File: config.mk
export PLATFORM = sky130hd
export DESIGN_NAME = clk_div_sched
export DESIGN_NICKNAME = d
export VERILOG_FILES = /design/src/rtl/clk_div_sched.sv
export SDC_FILE = /design/constraint.sdc
export NUM_CORES = 1
export LEC_CHECK = 0
export BUFFER_PORTS_ARGS = -buffer_cell sky130_fd_sc_hd__buf_2
export CAP_MARGIN = 20
export CORE_ASPECT_RATIO = 1.75
export CORE_MARGIN = 2
export CORE_UTILIZATION = 55
export DETAILED_ROUTE_END_ITERATION = 6
export PLACE_DENSITY = 0.72
export SKIP_LAST_GASP = 1
export SLEW_MARGIN = 20
export SYNTH_ARGS = -nofsm -noshare
export SYNTH_HDL_FRONTEND = slang
export SYNTH_SLANG_ARGS = --single-unit
File: constraint.sdc
create_clock -name I_CLK -period 5.3 [get_ports I_CLK]
set_input_delay 0.795 -clock I_CLK [delete_from_list [all_inputs] [get_ports I_CLK]]
set_output_delay 0.795 -clock I_CLK [all_outputs]
set_load 0.01 [all_outputs]
File: src/rtl/clk_div_sched.sv
// Purpose : NUM_CH runtime-reconfigurable clock dividers, each with a rising-edge tick.
// Latency : cfg_done one cycle after acceptance (disabled/unknown target), else at the next 1->0 boundary (<= 2*H_old).
// Backpr. : single pending slot; cfg_ready drops while a request waits, and cfg_valid is ignored until it returns.
//
// Ports:
//   I_CLK, rst            system clock (rising edge), synchronous active-high reset
//   cfg_valid/cfg_ready   request handshake; cfg_ch, cfg_half (0 treated as 1), cfg_en carry the request
//   cfg_done              one-cycle pulse in the cycle the request has taken effect
//   O_CLK, O_TICK         registered divided clocks and their first-high-cycle pulses
//   ch_running            current enable of each channel
module clk_div_sched #(
    parameter int                NUM_CH       = 4,
    parameter int                CNT_W        = 16,
    parameter int                DEFAULT_HALF = 1,
    parameter logic [NUM_CH-1:0] DEFAULT_EN   = {NUM_CH{1'b1}}
) (
    input  logic              I_CLK,
    input  logic              rst,
    input  logic              cfg_valid,
    input  logic [2:0]        cfg_ch,
    input  logic [CNT_W-1:0]  cfg_half,
    input  logic              cfg_en,
    output logic              cfg_ready,
    output logic              cfg_done,
    output logic [NUM_CH-1:0] O_CLK,
    output logic [NUM_CH-1:0] O_TICK,
    output logic [NUM_CH-1:0] ch_running
);

    localparam logic [CNT_W-1:0] RST_HALF = (DEFAULT_HALF < 1) ? CNT_W'(1) : CNT_W'(DEFAULT_HALF);

    typedef enum logic {
        ST_IDLE,
        ST_WAIT
    } state_t;

    state_t            r_state;
    state_t            w_state_nxt;

    logic [CNT_W-1:0]  r_cnt  [NUM_CH];
    logic [CNT_W-1:0]  r_half [NUM_CH];
    logic [NUM_CH-1:0] r_en;
    logic [NUM_CH-1:0] r_clk;
    logic [NUM_CH-1:0] r_tick;
    logic              r_done;

    logic [2:0]        r_pend_ch;
    logic [CNT_W-1:0]  r_pend_half;
    logic              r_pend_en;

    logic              w_ready;
    logic              w_accept;
    logic              w_apply;
    logic              w_boundary;
    logic [NUM_CH-1:0] w_wrap;   // channel is in the last cycle of its current phase
    logic [NUM_CH-1:0] w_sel;    // one-hot decode of the pending target

    always_comb begin
        w_wrap = '0;
        w_sel  = '0;
        for (int i = 0; i < NUM_CH; i++) begin
            w_wrap[i] = r_en[i] && (r_cnt[i] == (r_half[i] - CNT_W'(1)));
            w_sel[i]  = (r_pend_ch == 3'(i));
        end
        // A target outside the channel range decodes to nothing and applies at once;
        // otherwise wait until the channel is stopped or its high phase is ending.
        w_boundary = (w_sel == '0) || ((w_sel & (~r_en | (w_wrap & r_clk))) != '0);
    end

    // Config FSM: state register
    always_ff @(posedge I_CLK) begin
        if (rst) begin
            r_state <= ST_IDLE;
        end else begin
            r_state <= w_state_nxt;
        end
    end

    // Config FSM: next state and handshake
    always_comb begin
        w_state_nxt = r_state;
        w_ready     = 1'b0;
        w_apply     = 1'b0;
        case (r_state)
            ST_IDLE: begin
                w_ready = 1'b1;
                if (cfg_valid) begin
                    w_state_nxt = ST_WAIT;
                end
            end
            ST_WAIT: begin
                if (w_boundary) begin
                    w_apply     = 1'b1;
                    w_state_nxt = ST_IDLE;
                end
            end
            default: w_state_nxt = ST_IDLE;
        endcase
    end

    assign w_accept = cfg_valid && w_ready;

    // Pending slot
    always_ff @(posedge I_CLK) begin
        if (rst) begin
            r_pend_ch   <= '0;
            r_pend_half <= '0;
            r_pend_en   <= 1'b0;
        end else if (w_accept) begin
            r_pend_ch   <= cfg_ch;
            r_pend_half <= (cfg_half == '0) ? CNT_W'(1) : cfg_half;
            r_pend_en   <= cfg_en;
        end
    end

    // Channel counters and divided clocks
    always_ff @(posedge I_CLK) begin
        for (int i = 0; i < NUM_CH; i++) begin
            if (rst) begin
                r_cnt[i]  <= '0;
                r_half[i] <= RST_HALF;
                r_en[i]   <= DEFAULT_EN[i];
                r_clk[i]  <= 1'b0;
                r_tick[i] <= 1'b0;
            end else if (w_apply && w_sel[i]) begin
                // Restart from the start of a low phase with the new settings.
                r_cnt[i]  <= '0;
                r_clk[i]  <= 1'b0;
                r_tick[i] <= 1'b0;
                r_half[i] <= r_pend_half;
                r_en[i]   <= r_pend_en;
            end else if (r_en[i]) begin
                r_tick[i] <= w_wrap[i] && !r_clk[i];
                if (w_wrap[i]) begin
                    r_cnt[i] <= '0;
                    r_clk[i] <= ~r_clk[i];
                end else begin
                    r_cnt[i] <= r_cnt[i] + CNT_W'(1);
                end
            end else begin
                r_cnt[i]  <= '0;
                r_clk[i]  <= 1'b0;
                r_tick[i] <= 1'b0;
            end
        end
    end

    always_ff @(posedge I_CLK) begin
        if (rst) begin
            r_done <= 1'b0;
        end else begin
            r_done <= w_apply;
        end
    end

    assign cfg_ready  = w_ready;
    assign cfg_done   = r_done;
    assign O_CLK      = r_clk;
    assign O_TICK     = r_tick;
    assign ch_running = r_en;

endmodule
Word level (Yosys, flattened, before mapping)
Memories as Yosys holds them, arrays and structs flattened.
Cells that the tools add are included.
{"block": "totals", "register_bits": 34, "mem_bits_rw": 128, "inputBits": 23, "output_inout_bits": 14, "wordCells": 190, "mem_count": 2}
{"block": "classes", "add_sub_neg": 8, "n_eq_ne": 7, "muxes": 97, "n_bitwise": 33, "reduce_logical": 26}
{"name": "r_cnt", "words": 4, "width": 16, "rd": 4, "rd_ports_with_merged_regs": 0, "wr": 4, "line_no": "40", "text": "logic [CNT_W-1:0] r_cnt [NUM_CH];"}
{"name": "r_half", "words": 4, "width": 16, "rd": 4, "rd_ports_with_merged_regs": 0, "wr": 4, "line_no": "41", "text": "logic [CNT_W-1:0] r_half [NUM_CH];"}
{"cell": "16-bit 2-to-1 mux", "n": 21}
{"cell": "1-bit 2-to-1 mux", "n": 75}
{"cell": "16-bit by 1-bit adder with 16-bit output, second input constant", "n": 4}
{"cell": "16-bit == test", "n": 4}
{"cell": "16-bit by 1-bit subtractor with 16-bit output, second input constant", "n": 4}
{"cell": "1-bit bitwise OR", "n": 20}
{"cell": "16-bit zero test", "n": 1}
{"cell": "1-bit logical AND", "n": 13}
{"cell": "3-bit OR reduction", "n": 4}
{"cell": "1-bit NOT", "n": 9}
{"cell": "4-bit bitwise AND", "n": 2}
{"cell": "3-bit by 2-bit == test with 1-bit output, second input constant", "n": 2}
{"cell": "1-bit zero test", "n": 4}
{"cell": "4-bit zero test", "n": 1}
{"cell": "4-bit NOT", "n": 1}
{"cell": "4-bit bitwise OR", "n": 1}
{"cell": "4-bit nonzero test", "n": 1}
{"cell": "3-bit by 1-bit == test with 1-bit output, second input constant", "n": 1}
{"cell": "3-bit zero test", "n": 1}
{"cell": "1-bit one-hot mux with 2 select lines", "n": 1}
{"cell": "1-bit logical OR", "n": 1}

Longest topological paths before layout
{"block": "logic_depth", "ltp_word": 18, "mapped_depth": 13, "mapped_depth_nobuf": 11}

Worst setup path after synthesis
No wires, ideal clock.
{"block": "synth_timing", "path_type": "reg-to-reg", "startpoint": "mem r_half[1][0]", "endpoint": "mem r_half[1][0] (enable)", "setup_ns": 0.375, "t_arrival_ns": 3.327, "required_ns": 4.925, "slack_ns": 1.598, "path_stages_with_launch": 13, "path_buffers": 1, "synth_period_minus_slack_ns": 3.702, "path_cell_list": "edfxtp_1 > inv_1 > ha_1 > buf_2 > or4b_2 > nor4b_1 > nand2_1 > xnor2_1 > nand3_1 > nand4b_1 > o21ai_2 > o211ai_1 > nand2b_1"}
{"item": "start: declaration", "line_no": "41"}

==> reports/summary.md <==
Timing
* fmax: 0.233 GHz
* fin. max-slew vios: 0
* setup repair after global routing missed its margin: no
* final-layout setup total negative slack: 0 ns
* post-layout worst setup margin: 1.01 ns
* transition at the pin with the smallest max-transition slack: 0.910 ns
* Min Clock Period, post-route: 4.29 ns
* Setup Skew: 0.0137 ns
* final hold violation count: 0
* worst slew slack as a fraction of its limit: 39.1%
* WHS: 0.456 ns
* count of endpoints failing setup in the final report: 0
* share of the cycle needed by the critical path after routing: 80.9%

Yosys
* total standard cell area after synthesis: 9030 um^2
* register bit total from synthesis: 162
* share of synthesized area occupied by flip-flops and latches: 50.1%
* predominant post-synthesis flop cell: sky130_fd_sc_hd__edfxtp_1
* mean instance size in the synthesized netlist: 9.68 um^2
* Post-synth EDFFs: 128
* yosys synthesis warning count: 0
* cells after synthesis: 933
* Yosys cell types: 57
* FFs w/ async S/R, synth: 0%

Finish
* most frequent standard cell in the layout excluding fill and tap cells: sky130_fd_sc_hd__nor2_1
* final antenna diode count: 0
* filler-free cell count of the finished design: 1224
* most frequent cells in the layout: sky130_fd_sc_hd__nor2_1, sky130_fd_sc_hd__edfxtp_1, sky130_fd_sc_hd__nand2_1
* # fillers: 1390
* synthesis-to-finish area growth: 12.1%
* layout net count: 1050
* share of post-route cells with drive strength above 1: 8.24%

Clock network
* CTS Buffer Depth: 2
* Root Buffer Master: sky130_fd_sc_hd__clkbuf_16
* number of instances resized during post-cts repair: 0
* number of hold buffers added after cts: 0
* CTS Sinks: 162
* clock buffer count from CTS: 17
* Clock Latency Late Sink: 0.44 ns
* clock tree from TritonCTS: yes
* Clk pin slew, worst setup/hold paths: 0.06 ns
* setup repair bufs after CTS: 0
* H-tree level count: 4

Run
* Max-cap violations: 0

Setup path
* CP max-delay cell: sky130_fd_sc_hd__or4b_2
* signal arrival time at the worst endpoint: 4.34 ns
* required time worst endpoint: 5.35 ns
* kind of start point of the critical path: flop
* delay of the slowest cell on the worst path: 0.66 ns
* maximum fanout encountered on the critical timing path: 16
* critical path endpoint: r_half[3][10]
* type of element capturing the critical path: flop
* terminus of the critical flop-to-flop path: r_half[3][10]
* startpoint of the most critical setup path: r_half[1][0]
* Cell Chain, Critical Path: inv_1 > ha_1 > or4b_2 > nor4b_1 > nand2_1 > xnor2_1 > nand3_1 > nand4b_1 > o21ai_2 > o211ai_1 > nand2b_1
* setup slack on the worst flop-to-flop path: 1.01 ns
* worst flop-to-flop path startpoint: r_half[1][0]
* category of the most critical setup path: reg -> reg
* logic depth of the worst register-to-register path: 11

Detailed routing
* final antenna-violating net count: 0
* final wirelength: 19900 um
* drt wl/cell: 16.3 um
* total iterations of the first detailed-routing run: 5
* DRC violation count after routing: 0
* post-DR vias/cell: 5.63
* Initial DRC Count: 329
* vias post-DR: 6895

Global route
* vias in the first global route: 6684
* pin count of the biggest net entering global routing: 37
* initial antenna violation count: 0
* wire length of the first global-routing pass: 32200 um
* GRT overflow: 0
* combined global-route utilization of all metal layers: 23.9%

Floorplanning
* core area: 16200 um^2
* Core Rows: 62
* starting density of the core: 55.7%
* die area: 17500 um^2
* chip height: 174 um
* die extent in x: 101 um
* top-level port count: 37

Hold path
* class of the worst hold path: reg -> reg

Run status
* run status: finished clean

Placed design
* Port Buf Inserts: 36
* total instance count after detailed placement: 1192
* final weighted congestion in routability-driven placement: 0.886
* dpl ws: 1.03 ns
* final HPWL from detailed placement: 15000 um

Power
* power density over the cells: 291 nW/um^2
* Static Leak: 0.00366 uW
* final total power: 2950 uW
* Max rail drop VDD: 0.197 mV

-- worst min path at each step --
| stage | start | to | cells after the start |
|---|---|---|---|
| floorplan | r_pend_half[10] | r_pend_half[10] | 2 |
| global placement | r_pend_half[3] | r_pend_half[3] | 2 |
| detailed placement | r_pend_half[14] | r_pend_half[14] | 2 |
| CTS | r_pend_half[5] | r_pend_half[5] | 2 |
| global route | r_pend_en | r_pend_en | 2 |
| finish | r_pend_half[5] | r_pend_half[5] | 2 |
-- critical path: cells and delay by family, from the launching register on --
| family | cells | cell delay (ns) |
|---|---|---|
| xor+xnor | 1 | 0.15 |
| flops | 1 | 0.44 |
| fa+ha+maj | 1 | 0.32 |
| compound gates | 2 | 0.71 |
| simple gates | 6 | 2.20 |
| buf+inv | 1 | 0.08 |
-- layout make-up --
cell class / count / area, um^2 / share of cell area [%]
clock buffer: 19 / 464 / 4.58
clock inverter: 13 / 96.3 / 0.951
inverter: 24 / 90.1 / 0.890
multi-input combinational: 778 / 4530 / 44.7
sequential: 162 / 4520 / 44.7
tap: 192 / 240 / 2.37
timing repair buffer: 36 / 180 / 1.78
-- synthesized netlist by cell type (all sizes together) (3+ instances only) --
cell type  number  area (um^2)
nand4          21          131
inv            24         90.1
a211oi          6         45.0
nor4b           4         35.0
nor4           18          113
and3b           3         26.3
nor2          175          657
nand3b          4         30.0
nor3           32          176
nand2          99          372
xnor2          66          578
mux2i          10          100
or3            10         62.6
nand2b         14         87.6
dfxtp          34          681
nor3b           9         67.6
clkbuf         27          101
o211ai         11         82.6
buf             5         25.0
a22oi           3         22.5
a21oi          31          155
nor2b          10         62.6
and3           18          113
and2            3         18.8
nand4b          6         52.6
or4             6         48.8
o31ai           3         22.5
o21ai          13         83.8
edfxtp        128         3840
nand3          33          165
ha              8          100
xor2           71          622
o22ai           3         32.5
-- sequential cells by signal, summed over array words and instances, names as in the netlist, 3 cells and up --
| signal | cells |
|---|---|
| O_CLK | 4 |
| O_TICK | 4 |
| ch_running | 4 |
| r_cnt | 64 |
| r_half | 64 |
| r_pend_ch | 3 |
| r_pend_half | 16 |
-- through the flow --
step	utilization [%]	instance area, um^2
5_1_grt	62.5	10100
4_1_cts	62.4	10100
3_5_place_dp	59.0	9560
6_report	62.5	10100
2_1_floorplan	-	9270
3_3_place_gp	59.0	9560
-- power by group --
part	total (uW)	leakage [uW]	internal (uW)	switching [uW]
clock	1170	0.000281	646	529
sequential	1520	0.00158	1440	82.4
combinational	250	0.00180	104	146
-- kinds of logic after synthesis --
logic type,synth area share [%]
mux,1.61
fa+ha+maj,1.11
flops,50.1
simple gates,25.1
other cells,0.0415
xor+xnor,13.3
buf+inv,2.40
compound gates,6.33
-- metal layers --
metal  up-vias  part of all wire (%)  track usage (%)
li1       3400                     -                -
met2       165                    54             42.6
met4         0                   3.9             12.4
met3        63                   3.7             4.03
met1      3267                    38             26.7
met5         -                     0                0
Power figures use the tool's default switching activity.
